<file path="src/rtl/uv_ups_pkg.sv">
// -----------------------------------------------------------------------------
// uv_ups_pkg
// Shared types and constants for the horizontal 2x chroma upsampler.
//   uv_ups_state_t : row sequencing states of uv_upsampler
//   C0/C1/C2       : magnitudes of the symmetric 6-tap interpolation kernel
//                    (+C0, -C1, +C2, +C2, -C1, +C0), sum = 256
//   RND            : rounding offset applied before the >>> 8
//   ACC_W          : signed accumulator width (covers -26392..91928)
// -----------------------------------------------------------------------------
package uv_ups_pkg;

   typedef enum logic [1:0] {
      S_IDLE  = 2'd0,
      S_FILL  = 2'd1,
      S_RUN   = 2'd2,
      S_FLUSH = 2'd3
   } uv_ups_state_t;

   localparam int C0    = 21;
   localparam int C1    = 52;
   localparam int C2    = 159;
   localparam int RND   = 128;
   localparam int ACC_W = 18;

endpackage

</file>
<file path="src/rtl/uv_ups_fir.sv">
// -----------------------------------------------------------------------------
// uv_ups_fir
// Combinational 6-tap interpolation MAC with rounding and clamp to 0..255.
// Ports:
//   w0..w5  in  8  window samples U[k-2..k+3]
//   result  out 8  clamp((21*(w0+w5) - 52*(w1+w4) + 159*(w2+w3) + 128) >>> 8)
//   clipped out 1  high when the clamp changed the value (low or high)
// -----------------------------------------------------------------------------
module uv_ups_fir
   import uv_ups_pkg::*;
(
   input  logic [7:0] w0,
   input  logic [7:0] w1,
   input  logic [7:0] w2,
   input  logic [7:0] w3,
   input  logic [7:0] w4,
   input  logic [7:0] w5,
   output logic [7:0] result,
   output logic       clipped
);

   localparam logic signed [ACC_W-1:0] K0 = ACC_W'(C0);
   localparam logic signed [ACC_W-1:0] K1 = ACC_W'(C1);
   localparam logic signed [ACC_W-1:0] K2 = ACC_W'(C2);
   localparam logic signed [ACC_W-1:0] KR = ACC_W'(RND);
   localparam logic signed [ACC_W-1:0] MAX_U8 = ACC_W'(255);

   logic signed [ACC_W-1:0] s05;
   logic signed [ACC_W-1:0] s14;
   logic signed [ACC_W-1:0] s23;
   logic signed [ACC_W-1:0] acc;
   logic [8:0]              sat;

   // Returns {clipped, value}; the shift is arithmetic so negatives stay negative.
   function automatic logic [8:0] sat_u8(input logic signed [ACC_W-1:0] a);
      logic signed [ACC_W-1:0] q;
      q = a >>> 8;
      if (q[ACC_W-1]) begin
         return {1'b1, 8'd0};
      end else if (q > MAX_U8) begin
         return {1'b1, 8'd255};
      end else begin
         return {1'b0, q[7:0]};
      end
   endfunction

   always_comb begin
      // Pair symmetric taps first so only three multiplies are needed.
      s05 = ACC_W'($signed({1'b0, w0})) + ACC_W'($signed({1'b0, w5}));
      s14 = ACC_W'($signed({1'b0, w1})) + ACC_W'($signed({1'b0, w4}));
      s23 = ACC_W'($signed({1'b0, w2})) + ACC_W'($signed({1'b0, w3}));
      acc = (K0 * s05) - (K1 * s14) + (K2 * s23) + KR;
      sat = sat_u8(acc);
   end

   assign result  = sat[7:0];
   assign clipped = sat[8];

endmodule

</file>
<file path="src/rtl/uv_upsampler.sv">
// -----------------------------------------------------------------------------
// uv_upsampler
// Streaming horizontal 2x chroma upsampler. For each decimated input position k
// it emits the pair {U[k], U'[2k+1]}, where the odd sample is a 6-tap FIR over
// U[k-2..k+3] with edge samples replicated at both row ends.
// Parameter:
//   ROW_SAMPLES  decimated samples per row (4..1023)
// Ports:
//   clock      in  1  system clock
//   reset      in  1  synchronous, active-high reset
//   in_valid   in  1  input sample valid
//   in_ready   out 1  sample accepted this cycle when in_valid is also high
//   in_data    in  8  decimated chroma sample
//   out_valid  out 1  output pair valid
//   out_ready  in  1  consumer accepts the pair
//   out_even   out 8  pass-through sample U[k]
//   out_odd    out 8  interpolated sample
//   row_done   out 1  one-cycle pulse alongside the last pair of a row
//   clip_count out 16 saturating count of clamped FIR results
//                     (only when UV_UPS_CLIP_STATS_EN is defined)
// -----------------------------------------------------------------------------
module uv_upsampler
   import uv_ups_pkg::*;
#(
   parameter int ROW_SAMPLES = 160
) (
   input  logic        clock,
   input  logic        reset,
   input  logic        in_valid,
   output logic        in_ready,
   input  logic [7:0]  in_data,
   output logic        out_valid,
   input  logic        out_ready,
   output logic [7:0]  out_even,
   output logic [7:0]  out_odd,
   output logic        row_done
`ifdef UV_UPS_CLIP_STATS_EN
   ,
   output logic [15:0] clip_count
`endif
);

   localparam int CNT_W = 10;
   localparam logic [CNT_W-1:0] LAST_IDX = CNT_W'(ROW_SAMPLES - 1);

   uv_ups_state_t    state_q, state_d;
   logic [7:0]       win_q [6];
   logic [7:0]       win_d [6];
   logic [1:0]       fill_cnt_q, fill_cnt_d;
   logic [CNT_W-1:0] in_cnt_q, in_cnt_d;
   logic [1:0]       flush_cnt_q, flush_cnt_d;
   logic             out_valid_q, out_valid_d;
   logic [7:0]       out_even_q, out_even_d;
   logic [7:0]       out_odd_q, out_odd_d;
   logic             row_done_q, row_done_d;

   logic             load_ok;
   logic             in_accept;
   logic             do_load;
   logic             shift_en;
   logic [7:0]       shift_val;
   logic [7:0]       fir_result;
   logic             fir_clipped;

   // The FIR always sees the pre-shift window, i.e. the pair being loaded.
   uv_ups_fir u_fir (
      .w0      (win_q[0]),
      .w1      (win_q[1]),
      .w2      (win_q[2]),
      .w3      (win_q[3]),
      .w4      (win_q[4]),
      .w5      (win_q[5]),
      .result  (fir_result),
      .clipped (fir_clipped)
   );

   // A new pair may enter the output register when it is empty or draining.
   always_comb begin
      load_ok = ~out_valid_q | out_ready;
      unique case (state_q)
         S_IDLE, S_FILL: in_ready = 1'b1;
         S_RUN:          in_ready = load_ok;
         default:        in_ready = 1'b0;
      endcase
   end

   assign in_accept = in_valid & in_ready;

   always_comb begin
      state_d     = state_q;
      win_d       = win_q;
      fill_cnt_d  = fill_cnt_q;
      in_cnt_d    = in_cnt_q;
      flush_cnt_d = flush_cnt_q;
      row_done_d  = 1'b0;
      do_load     = 1'b0;
      shift_en    = 1'b0;
      shift_val   = in_data;

      unique case (state_q)
         S_IDLE: begin
            // U0 fills the whole window: left-edge replication.
            if (in_accept) begin
               for (int i = 0; i < 6; i++) win_d[i] = in_data;
               fill_cnt_d = 2'd0;
               in_cnt_d   = CNT_W'(1);
               state_d    = S_FILL;
            end
         end
         S_FILL: begin
            if (in_accept) begin
               shift_en   = 1'b1;
               fill_cnt_d = fill_cnt_q + 2'd1;
               in_cnt_d   = in_cnt_q + CNT_W'(1);
               if (fill_cnt_q == 2'd2) begin
                  // With 4 samples per row U3 is already the last sample.
                  flush_cnt_d = 2'd0;
                  state_d     = (ROW_SAMPLES == 4) ? S_FLUSH : S_RUN;
               end
            end
         end
         S_RUN: begin
            if (in_accept) begin
               do_load  = 1'b1;
               shift_en = 1'b1;
               in_cnt_d = in_cnt_q + CNT_W'(1);
               if (in_cnt_q == LAST_IDX) begin
                  flush_cnt_d = 2'd0;
                  state_d     = S_FLUSH;
               end
            end
         end
         S_FLUSH: begin
            // Re-shifting the last sample replicates the right edge.
            if (load_ok) begin
               do_load     = 1'b1;
               shift_en    = 1'b1;
               shift_val   = win_q[5];
               flush_cnt_d = flush_cnt_q + 2'd1;
               if (flush_cnt_q == 2'd3) begin
                  row_done_d = 1'b1;
                  state_d    = S_IDLE;
               end
            end
         end
         default: state_d = S_IDLE;
      endcase

      if (shift_en) begin
         for (int i = 0; i < 5; i++) win_d[i] = win_q[i+1];
         win_d[5] = shift_val;
      end

      if (do_load) begin
         out_valid_d = 1'b1;
         out_even_d  = win_q[2];
         out_odd_d   = fir_result;
      end else begin
         out_valid_d = out_valid_q & ~out_ready;
         out_even_d  = out_even_q;
         out_odd_d   = out_odd_q;
      end
   end

`ifdef UV_UPS_CLIP_STATS_EN
   logic [15:0] clip_count_q, clip_count_d;

   always_comb begin
      clip_count_d = clip_count_q;
      if (do_load && fir_clipped && (clip_count_q != 16'hFFFF)) begin
         clip_count_d = clip_count_q + 16'd1;
      end
   end

   always_ff @(posedge clock) begin
      if (reset) clip_count_q <= 16'd0;
      else       clip_count_q <= clip_count_d;
   end

   assign clip_count = clip_count_q;
`else
   // Clip flag only feeds the optional statistics counter.
   logic unused_clip;
   assign unused_clip = fir_clipped;
`endif

   always_ff @(posedge clock) begin
      if (reset) begin
         state_q     <= S_IDLE;
         win_q       <= '{default: 8'd0};
         fill_cnt_q  <= 2'd0;
         in_cnt_q    <= '0;
         flush_cnt_q <= 2'd0;
         out_valid_q <= 1'b0;
         out_even_q  <= 8'd0;
         out_odd_q   <= 8'd0;
         row_done_q  <= 1'b0;
      end else begin
         state_q     <= state_d;
         win_q       <= win_d;
         fill_cnt_q  <= fill_cnt_d;
         in_cnt_q    <= in_cnt_d;
         flush_cnt_q <= flush_cnt_d;
         out_valid_q <= out_valid_d;
         out_even_q  <= out_even_d;
         out_odd_q   <= out_odd_d;
         row_done_q  <= row_done_d;
      end
   end

   assign out_valid = out_valid_q;
   assign out_even  = out_even_q;
   assign out_odd   = out_odd_q;
   assign row_done  = row_done_q;

endmodule

</file>
<file path="config.mk">
export PLATFORM = sky130hd
export DESIGN_NAME = uv_upsampler
export DESIGN_NICKNAME = d
export VERILOG_FILES = /design/src/rtl/uv_ups_pkg.sv /design/src/rtl/uv_ups_fir.sv /design/src/rtl/uv_upsampler.sv
export SDC_FILE = /design/constraint.sdc
export NUM_CORES = 1
export LEC_CHECK = 0
export CAP_MARGIN = 20
export CORE_UTILIZATION = 65
export CTS_CLUSTER_SIZE = 14
export DETAILED_ROUTE_END_ITERATION = 8
export PLACE_DENSITY_LB_ADDON = 0.2
export SETUP_SLACK_MARGIN = 0.05
export SYNTH_ARGS = -nofsm -noshare
export SYNTH_HDL_FRONTEND = slang
export SYNTH_HIERARCHICAL = 1
export SYNTH_SLANG_ARGS = --single-unit
</file>
<file path="constraint.sdc">
create_clock -name clock -period 12.06 [get_ports clock]
set_clock_uncertainty 0.15 [all_clocks]
set_input_delay 2.412 -clock clock [delete_from_list [all_inputs] [get_ports clock]]
set_output_delay 2.412 -clock clock [all_outputs]
set_load 0.01 [all_outputs]
</file>
==> results.rst, run 1 <==
.. list-table::
   :header-rows: 1

   * - Metric
     - Value
   * - Outcome
     - complete, no violations
   * - Library cell appearing most often on the critical path
     - ha_1
   * - Global-route wire length before repair
     - 31600 um
   * - X dimension of the die
     - 118 um
   * - Startpoint types
     - register
   * - Maximum operating frequency
     - ~0.12 GHz
   * - Slew at the pin closest to its max-slew limit
     - roughly 1000 ps
   * - Final sum of negative setup slack
     - 0 ps
   * - Number of gates given a new drive strength after cts
     - 0
   * - Antenna Diode Count
     - 0
   * - Number of antenna violations at the first check in global routing
     - 0
   * - Clock tree from TritonCTS
     - done
   * - DRC violations left
     - 0
   * - Area delta synth->final
     - 9.09%
   * - Setup repair after global routing missed its margin
     - no
   * - Final core utilization
     - between 70 and 80%
   * - Overall via count from detail_route
     - about 7000
   * - Max FO, Critical Path
     - 5
   * - H-tree depth reported by CTS
     - 3
   * - Number of placement rows
     - between 40 and 50
   * - Remaining global-route overflow
     - 0
   * - Layout cell share with drive strength beyond 1
     - 4.47%
   * - Met2 WL post-DR
     - 8910 um
   * - Overall fraction of global-route tracks in use
     - 28.1%
   * - Final max-slew violation count
     - 0
   * - Routed wire length on met3
     - 631 um
   * - Routed length per instance
     - 15.3 um
   * - Total of buffers placed on input and output ports
     - 30
   * - ANT nets after route
     - 0
   * - Final net count
     - 1246
   * - Min Clock Period, post-route
     - 8550 ps
   * - Count of endpoints failing setup in the final report
     - 0
   * - Required time of the critical path
     - 12140 ps
   * - Total setup buffers inserted after CTS
     - 0
   * - Syn Std Cell Area
     - between 8000 and 9000 sq um
   * - Number of global-route vias before repair
     - 6860
   * - Core outline area
     - ~13000 sq um
   * - CTS buffer count
     - 9
   * - Average footprint of a synthesized cell
     - between 8 and 9 sq um
   * - Top-level I/O count
     - 31
   * - Detailed-router iteration count before antenna repair
     - 5
   * - Deepest clock path buffer count
     - 2
   * - Kind of path behind the tightest hold check
     - reg2reg
   * - Yosys warning total
     - 6
   * - Clk sink count
     - 82
   * - Clock slew at the register clock pins of the worst setup and hold paths
     - 70 ps
   * - Instance count of the mapped netlist
     - 1004
   * - Worst slew margin
     - between 30 and 40%
   * - Iteration-0 DRC count of the detailed router
     - approximately 440
   * - Via/cell ratio
     - approximately 5.8
   * - Total of hold buffers inserted after clock tree synthesis
     - 0
   * - Root buffer selected by CTS
     - clkbuf_16
   * - M1 WL
     - ~8400 um
   * - Die Ht
     - 118 um
   * - Die area
     - 14000 sq um
   * - Worst setup path category
     - reg2reg
   * - Final critical-path share of the clock period
     - around 70%
   * - Starting density of the core
     - 66.5%
   * - Detail Placement HPWL
     - 14700 um
   * - Worst endpoint data arrival time
     - 8630 ps
   * - Setup slack of the worst register-to-register path
     - approximately 3500 ps
   * - Number of max-cap violations
     - 0
   * - Cell type of the slowest stage on the worst timing path
     - fa_1
   * - Worst-skew pair later-pin latency
     - about 350 ps
   * - Aggregate routed wire length
     - roughly 18000 um
   * - Highest routing layer actually used
     - met4
   * - Synthesized netlist net count
     - 1225
   * - GP Congestion
     - 0.889
   * - Delay contributed by the slowest stage of the critical path
     - about 550 ps
   * - Endpoint class of the critical path
     - register
   * - Maximum number of pins on one net before global-route repair
     - 44
   * - Worst Hold Margin
     - 347 ps
   * - Endpoints failing hold
     - 0
## metal layers
| metal | vias to the layer above | GRT usage (%) |
|---|---|---|
| li1 | 3529 | - |
| met1 | 3260 | 35.4 |
| met2 | 145 | 48.8 |
| met3 | 31 | 4.10 |
| met4 | 0 | 10.0 |
| met5 | - | 0 |
## registers in the layout, indices dropped and copies added (netlist names)
register,count
win_q,48
in_cnt_q,10
out_even,8
out_odd,8
fill_cnt_q,2
flush_cnt_q,2
state_q,2
out_valid,1
row_done,1
## stage by stage
| stage | cells | instance area (sq um) | setup slack, ps |
|---|---|---|---|
| after floorplan | 1004 | 8770 | 4110 |
| after global placement | 1188 | 9240 | 3730 |
| after detailed placement | 1188 | 9240 | 3530 |
| after CTS | 1204 | 9550 | 3500 |
| after global routing | 1206 | 9570 | 2940 |
| final | 1206 | 9570 | 3510 |
## critical path: cells and delay by family (launching register included)
family	cells	cell delay [ps]
adder cells (fa/ha/maj)	11	3810
AO/OA/AOI/OAI	7	1430
AND/OR/NAND/NOR	6	1230
XOR/XNOR	5	1160
flip-flops	1	330
buffers and inverters	3	180
multiplexers	1	150
## cells in the final DEF, fill, tap and decap left out, types with 7 or more instances in the layout
master / n
inv_1: 173
ha_1: 161
dfxtp_1: 82
a21oi_1: 66
nor2_1: 62
fa_1: 48
and3_1: 44
o22a_1: 40
xnor2_1: 39
nand2_1: 30
clkdlybuf4s50_1: 30
o21ai_0: 28
mux2i_1: 24
a21o_1: 16
nand3_1: 15
xor2_1: 15
nor3_1: 14
o21bai_1: 12
o22ai_1: 9
clkbuf_16: 9
a311oi_1: 7
## worst paths after layout
check                                    start        endpoint  depth (start not counted)
worst min-delay path            flush_cnt_q[1]  flush_cnt_q[1]                          2
worst min register to register  flush_cnt_q[1]  flush_cnt_q[1]                          2
worst max-delay path                 win_q[32]      out_odd[2]                         33
worst max register to register       win_q[32]      out_odd[2]                         33
## layout make-up
class | count | area, sq um
timing repair buffer | 37 | 358
sequential | 82 | 1640
clock buffer | 9 | 225
inverter | 174 | 653
tap | 176 | 220
clock inverter | 7 | 81.3
multi-input combinational | 721 | 6390
fill | 1006 | 3620
Power of run 1 is left out: the tool's default activity adds up to more than one toggle a clock period on the data nets, which glitch-free logic cannot reach.
==> run 2, diff against run 1 <==
--- a/config.mk
+++ b/config.mk
@@ -6,7 +6,7 @@
 export NUM_CORES = 1
 export LEC_CHECK = 0
 export CAP_MARGIN = 20
-export CORE_UTILIZATION = 65
+export CORE_UTILIZATION = 57
 export CTS_CLUSTER_SIZE = 14
 export DETAILED_ROUTE_END_ITERATION = 8
 export PLACE_DENSITY_LB_ADDON = 0.2
==> constraint.sdc (replaced) <==
create_clock -name clock -period 7 [get_ports clock]
set_clock_uncertainty 0.15 [all_clocks]
set_input_delay 1.4 -clock clock [delete_from_list [all_inputs] [get_ports clock]]
set_output_delay 1.4 -clock clock [all_outputs]
set_load 0.01 [all_outputs]
==> run 2 against run 1 <==
Effect of this change:
- the flow now finishes with violations (setup timing)
- final cell count up 13%
- register-to-register slack worse by 4200 ps
- worst hold slack lost 6.3 ps
- critical path type unchanged
- critical endpoint is now out_odd[0]
==> results.rst, run 2 (same netlist as run 1, synthesis figures left out) <==
.. list-table::
   :header-rows: 1

   * - Metric
     - Value
   * - Layout cell share with drive strength beyond 1
     - 21.7% (+17 points)
   * - Final critical-path share of the clock period
     - 110% (+40 points)
   * - Count of endpoints failing setup in the final report
     - 8 (+8)
   * - Kind of path behind the tightest hold check
     - reg2reg
   * - Top-level I/O count
     - 31 (unchanged)
   * - Detailed-router iteration count before antenna repair
     - 5 (unchanged)
   * - Final max-slew violation count
     - 0 (unchanged)
   * - Register ranked first by flip-flop count
     - win_q
   * - Commonest non-fill, non-tap cells in the layout
     - inv_1, buf_4, ha_1
   * - Root buffer selected by CTS
     - clkbuf_16
   * - Endpoint class of the critical path
     - register
   * - Detail Placement HPWL
     - 16500 um (+12%)
   * - Worst slew margin
     - 35.6% (+1.1 points)
   * - Maximum number of pins on one net before global-route repair
     - 41 (-6.8%)
   * - Iteration-0 DRC count of the detailed router
     - 367 (-16%)
   * - Biggest regs
     - win_q x48, in_cnt_q x10
   * - ANT nets after route
     - 0 (unchanged)
   * - Starting density of the core
     - 59.4% (-7.0 points)
   * - Flip-flop count of the largest register, all copies and words added
     - 48 (unchanged)
   * - Number of max-cap violations
     - 0 (unchanged)
   * - Worst slack, placed
     - -1050 ps (-4580 ps)
   * - X dimension of the die
     - 126 um (+6.7%)
   * - Die Ht
     - 126 um (+6.7%)
   * - H-tree depth reported by CTS
     - 3 (unchanged)
   * - DRC violations left
     - 0 (unchanged)
   * - Overall fraction of global-route tracks in use
     - 27.5% (-0.61 points)
   * - Area delta synth->final
     - 27.4%
   * - Delay contributed by the slowest stage of the critical path
     - 500 ps (-50 ps)
   * - Antenna Diode Count
     - 0 (unchanged)
   * - Global-route wire length before repair
     - 35300 um (+12%)
   * - Total of buffers placed on input and output ports
     - 30 (unchanged)
   * - Setup repair after global routing missed its margin
     - yes
   * - Aggregate routed wire length
     - 21000 um (+14%)
   * - Clock tree from TritonCTS
     - done
   * - Library cell appearing most often on the critical path
     - ha_1
   * - Remaining global-route overflow
     - 0 (unchanged)
   * - Deepest clock path buffer count
     - 2 (unchanged)
   * - Startpoint types
     - register
   * - Outcome
     - complete, but fails checks
   * - Final net count
     - 1398 (+12%)
   * - Via/cell ratio
     - 5.60 (-3.0%)
   * - Worst endpoint data arrival time
     - 7860 ps (-770 ps)
   * - Core outline area
     - 14800 sq um (+12%)
   * - Max FO, Critical Path
     - 7 (+2)
   * - Final setup slack of the worst path
     - -734 ps (-4240 ps)
   * - Number of global-route vias before repair
     - 7714 (+12%)
   * - Failing checks
     - setup timing
   * - Slew at the pin closest to its max-slew limit
     - 963 ps (-18.3 ps)
   * - Number of antenna violations at the first check in global routing
     - 0 (unchanged)
   * - Overall via count from detail_route
     - 7652 (+9.9%)
   * - Number of placement rows
     - 44 (+4.8%)
   * - Routed length per instance
     - 15.4 um (+0.66%)
   * - Die area
     - 15900 sq um (+14%)
   * - Clock slew at the register clock pins of the worst setup and hold paths
     - 60 ps (about the same)
   * - Total of hold buffers inserted after clock tree synthesis
     - 0 (unchanged)
   * - Required time of the critical path
     - 7120 ps (-5020 ps)
   * - Endpoints failing hold
     - 0 (unchanged)
   * - GP Congestion
     - 0.924 (+3.9%)
   * - Worst-skew pair later-pin latency
     - 360 ps (about the same)
   * - Worst setup path category
     - reg2reg
   * - Clk sink count
     - 82 (unchanged)
   * - Maximum operating frequency
     - 0.129 GHz (+11%)
   * - Cell type of the slowest stage on the worst timing path
     - fa_1
   * - Leading cell type in the layout, fill and taps excluded
     - inv_1
   * - CTS buffer count
     - 9 (unchanged)
   * - Min Clock Period, post-route
     - 7730 ps (-818 ps)
[run 2: cell types whose count changed in the layout (fill, tap and decap cells not counted), moves of 5 or more]
cell	change
a21oi_2	+11
buf_4	+147
xnor2_2	+5
ha_4	+10
inv_1	-5
dfxtp_1	-5
o21ai_0	-5
ha_1	-11
a21oi_1	-12
xnor2_1	-6
[run 2: timing repair]
action                                 in CTS  in global routing
buffers inserted                            5                  4
resized for setup                          23                 25
setup endpoints to repair                   8                  8
cloned                                      0                  0
pin swaps                                  19                 19
endpoints found under the hold margin       0                  0
[run 2: worst paths after layout]
path	start	endpoint	slack (ps)	cells after the start
max	win_q[8]	out_odd[0]	-730	33
min	win_q[47]	win_q[47]	340	1
max reg2reg	win_q[8]	out_odd[0]	-730	33
min reg2reg	win_q[47]	win_q[47]	340	1
[run 2: per-layer routing]
layer  share of wire (%)  track usage [%]
met5                   0                0
met4                 2.7             8.93
met2                  51             50.9
met3                 2.8             3.48
met1                  44             32.8
[run 2: layout make-up]
cell class	count	area, sq um
timing repair buffer	189	1530
tap	184	230
clock inverter	7	108
sequential	82	1650
multi-input combinational	721	6770
inverter	174	656
fill	1021	3580
clock buffer	9	225
[run 2: worst max-delay path: cells and delay by family (launching register included)]
family	cells	cell delay (ps)
and+or+nand+nor	4	760
muxes	1	70
DFF	1	340
AOI/OAI and AO/OA	10	2090
xor gates and xnor gates	4	640
buffers and inverters	3	210
adders and majority gates	11	3370
[run 2: per-stage QoR]
step                      setup TNS, ps  hold WS [ps]  utilization [%]  instances  area [sq um]
after global routing              -8190           363             75.7       1366         11200
after detailed placement          -7030           328             71.3       1339         10500
after CTS                         -5110           346             74.6       1360         11000
after floorplan                   -2830           303                -       1004          8940
after global placement            -5320           320             71.1       1338         10500
final                             -5530           341             75.7       1366         11200
Power of run 2 is left out for the same reason.
==> run 3, diff against run 2 <==
--- a/config.mk
+++ b/config.mk
@@ -6,12 +6,12 @@
 export NUM_CORES = 1
 export LEC_CHECK = 0
 export CAP_MARGIN = 20
-export CORE_UTILIZATION = 57
+export CORE_UTILIZATION = 65
 export CTS_CLUSTER_SIZE = 14
 export DETAILED_ROUTE_END_ITERATION = 8
 export PLACE_DENSITY_LB_ADDON = 0.2
 export SETUP_SLACK_MARGIN = 0.05
+export SKIP_LAST_GASP = 1
 export SYNTH_ARGS = -nofsm -noshare
 export SYNTH_HDL_FRONTEND = slang
-export SYNTH_HIERARCHICAL = 1
 export SYNTH_SLANG_ARGS = --single-unit
==> constraint.sdc (replaced) <==
create_clock -name clock -period 9.1 [get_ports clock]
set_clock_uncertainty 0.15 [all_clocks]
set_input_delay 1.82 -clock clock [delete_from_list [all_inputs] [get_ports clock]]
set_output_delay 1.82 -clock clock [all_outputs]
set_load 0.01 [all_outputs]
==> run 3 against run 2 <==
Effect of this change:
- the run now ends clean
- design area down 20%
- synthesized cell count down 9.3%
- critical path depth down 1
- area after synthesis down 7.6%
- routed wire length down 18%
- non-clock buffer count down 152
- utilization down 1.6 points
- global-route usage down 0.061 points
- final cell count down 19%
- critical endpoint is now out_odd[7]
==> results.rst, run 3 <==
.. list-table::
   :header-rows: 1

   * - Metric
     - Value
   * - Number of placement rows
     - 40 (-9.1%)
   * - Min Clock Period, post-route
     - 8620 ps (+886 ps)
   * - Maximum operating frequency
     - 0.116 GHz (-10%)
   * - Biggest area consumer among synthesized cells
     - ha_1
   * - Via/cell ratio
     - 5.61 (+0.13%)
   * - Biggest regs
     - win_q x48, in_cnt_q x10
   * - Core outline area
     - 12100 sq um (-18%)
   * - Setup slack of the worst register-to-register path
     - 480 ps (+1210 ps)
   * - Proportion of synthesized chip area in sequential cells
     - 20.3%
   * - Outcome
     - complete, no violations
   * - Worst Setup SP
     - win_q[9]
   * - Final net count
     - 1158 (-17%)
   * - Most used flip-flop cell after synthesis
     - dfxtp_1
   * - Overall fraction of global-route tracks in use
     - 27.5% (-0.061 points)
   * - Worst slew margin
     - 35.5% (-0.15 points)
   * - Clock slew at the register clock pins of the worst setup and hold paths
     - 60 ps (about the same)
   * - Area delta synth->final
     - 10.3%
   * - Final max-slew violation count
     - 0 (unchanged)
   * - Layout cell share with drive strength beyond 1
     - 4.80% (-17 points)
   * - Iteration-0 DRC count of the detailed router
     - 406 (+11%)
   * - Clock tree from TritonCTS
     - done
   * - Post-synth EDFFs
     - 0
   * - Final critical-path share of the clock period
     - 94.7% (-16 points)
   * - Deepest clock path buffer count
     - 2 (unchanged)
   * - Global-route wire length before repair
     - 28000 um (-21%)
   * - Worst endpoint data arrival time
     - 8750 ps (+890 ps)
   * - Number of max-cap violations
     - 0 (unchanged)
   * - Die area
     - 12900 sq um (-19%)
   * - Routed length per instance
     - 15.5 um (+1.1%)
   * - Maximum number of pins on one net before global-route repair
     - 81 (+98%)
   * - Instance count of the mapped netlist
     - 911 (-9.3%)
   * - R2r startpoint
     - win_q[9]
   * - Antenna Diode Count
     - 0 (unchanged)
   * - Endpoints failing hold
     - 0 (unchanged)
   * - Detailed-router iteration count before antenna repair
     - 6 (+1)
   * - Required time of the critical path
     - 9230 ps (+2110 ps)
   * - Root buffer selected by CTS
     - clkbuf_16
   * - Worst Hold Margin
     - 300 ps (-41.5 ps)
   * - Number of global-route vias before repair
     - 6213 (-19%)
   * - Endpoint class of the critical path
     - register
   * - Synthesized netlist net count
     - 1137 (-7.2%)
   * - Overall via count from detail_route
     - 6198 (-19%)
   * - Detail Placement HPWL
     - 13300 um (-19%)
   * - Setup repair after global routing missed its margin
     - no
   * - Commonest non-fill, non-tap cells in the layout
     - inv_1, ha_1, a21oi_1
   * - Cell area reported after detailed placement
     - 8540 sq um (-19%)
   * - Startpoint types
     - register
   * - Aggregate routed wire length
     - 17200 um (-18%)
   * - Final sum of negative setup slack
     - 0 ps (+5530 ps)
   * - Leading cell type in the layout, fill and taps excluded
     - inv_1
   * - Number of antenna violations at the first check in global routing
     - 0 (unchanged)
   * - Most instantiated cells after synthesis
     - inv_1, ha_1, a21oi_1, dfxtp_1, nor2_1
   * - Starting density of the core
     - 67.2% (+7.8 points)
   * - Syn Std Cell Area
     - 8110 sq um (-7.6%)
   * - Clk sink count
     - 82 (unchanged)
   * - Total of fill cells in the finished design
     - 884 (-13%)
   * - Dominant cells by area after synthesis
     - ha_1, dfxtp_1, fa_1
   * - DRC violations left
     - 0 (unchanged)
   * - Cell depth of the worst hold path
     - 2 (+1)
   * - GP Congestion
     - 0.840 (-9.1%)
   * - Flip-flop count of the largest register, all copies and words added
     - 48 (unchanged)
   * - H-tree depth reported by CTS
     - 3 (unchanged)
   * - Cell type of the slowest stage on the worst timing path
     - fa_1
   * - Max FO, Critical Path
     - 6 (-1)
   * - Worst setup path category
     - reg2reg
   * - Number of synthesized register bits
     - 82
   * - X dimension of the die
     - 114 um (-9.8%)
   * - Delay contributed by the slowest stage of the critical path
     - 540 ps (+40 ps)
   * - Slew at the pin closest to its max-slew limit
     - 961 ps (-1.57 ps)
   * - Die Ht
     - 114 um (-9.8%)
   * - Register ranked first by flip-flop count
     - win_q
   * - Top-level I/O count
     - 31 (unchanged)
   * - Share of the synthesized area in the top cell type
     - 22.4%
   * - CTS buffer count
     - 9 (unchanged)
   * - Count of endpoints failing setup in the final report
     - 0 (-8)
   * - Worst-skew pair later-pin latency
     - 350 ps (about the same)
   * - Design Area, Final
     - 8940 sq um (-20%)
   * - Worst Reg-to-Reg Cells
     - 32 (-3.0%)
   * - Total of hold buffers inserted after clock tree synthesis
     - 0 (unchanged)
   * - Kind of path behind the tightest hold check
     - reg2reg
   * - Yosys warning total
     - 0 (-6)
   * - Remaining global-route overflow
     - 0 (unchanged)
   * - Fraction of registers with async set/reset
     - 0%
   * - ANT nets after route
     - 0 (unchanged)
   * - Most numerous cell in the Yosys netlist
     - inv_1
   * - Average footprint of a synthesized cell
     - 8.90 sq um (+1.9%)
   * - Startpoint of the most critical hold path
     - out_odd[7]
   * - Number of unique standard cell types used by synthesis
     - 49
   * - Total of buffers placed on input and output ports
     - 30 (unchanged)
-- run 3: final timing paths --
check / end
worst max-delay path: out_odd[7]
worst min-delay path: out_odd[7]
worst max register to register: out_odd[7]
worst min register to register: out_odd[7]
-- run 3: kinds of logic (layout without fill, tap and decap cells) --
group	after synthesis	after routing	share of synthesized area (%)
mux	12	12	1.50
flops	82	82	20.2
compound gates	197	197	15.3
fa+ha+maj	214	214	39.4
xor+xnor	45	45	4.86
buf+inv	186	212	8.92
simple gates	175	175	9.72
-- run 3: cell type report --
| cell class | instances | area [sq um] | area share [%] |
|---|---|---|---|
| Inverter | 159 | 597 | 6.68 |
| Tap cell | 168 | 210 | 2.35 |
| Clock inverter | 5 | 85.1 | 0.952 |
| Timing Repair Buffer | 37 | 348 | 3.89 |
| Clock buffer | 11 | 243 | 2.72 |
| Multi-Input combinational cell | 643 | 5810 | 65.0 |
| Sequential cell | 82 | 1640 | 18.4 |
-- run 3: stage by stage --
| step | setup slack (ps) | util [%] | std cells |
|---|---|---|---|
| global placement | 354 | 70.8 | 1088 |
| finish | 480 | 74.1 | 1105 |
| floorplan | 604 | - | 911 |
| detailed placement | 121 | 70.8 | 1088 |
| global route | 33.2 | 74.1 | 1105 |
| CTS | 84.3 | 73.6 | 1104 |
-- run 3: repair_timing --
action / in CTS / in global routing
setup buffers: 0 / 1
endpoints found under the setup margin: 0 / 8
gates resized for setup: 0 / 12
-- run 3: worst max-delay path, delay by kind of cell, from the launching register on --
kind | cells | cell delay (ps)
fa+ha+maj | 12 | 4820
compound gates | 10 | 1980
flops | 1 | 410
mux | 1 | 380
xor+xnor | 2 | 360
buf+inv | 6 | 340
simple gates | 1 | 110
-- run 3: layer usage --
layer	track usage (%)	wire length, um
met1	34.2	7680
met2	48.3	8490
met3	4.30	671
met4	9.56	325
met5	0	0
Power of run 3 is left out for the same reason.
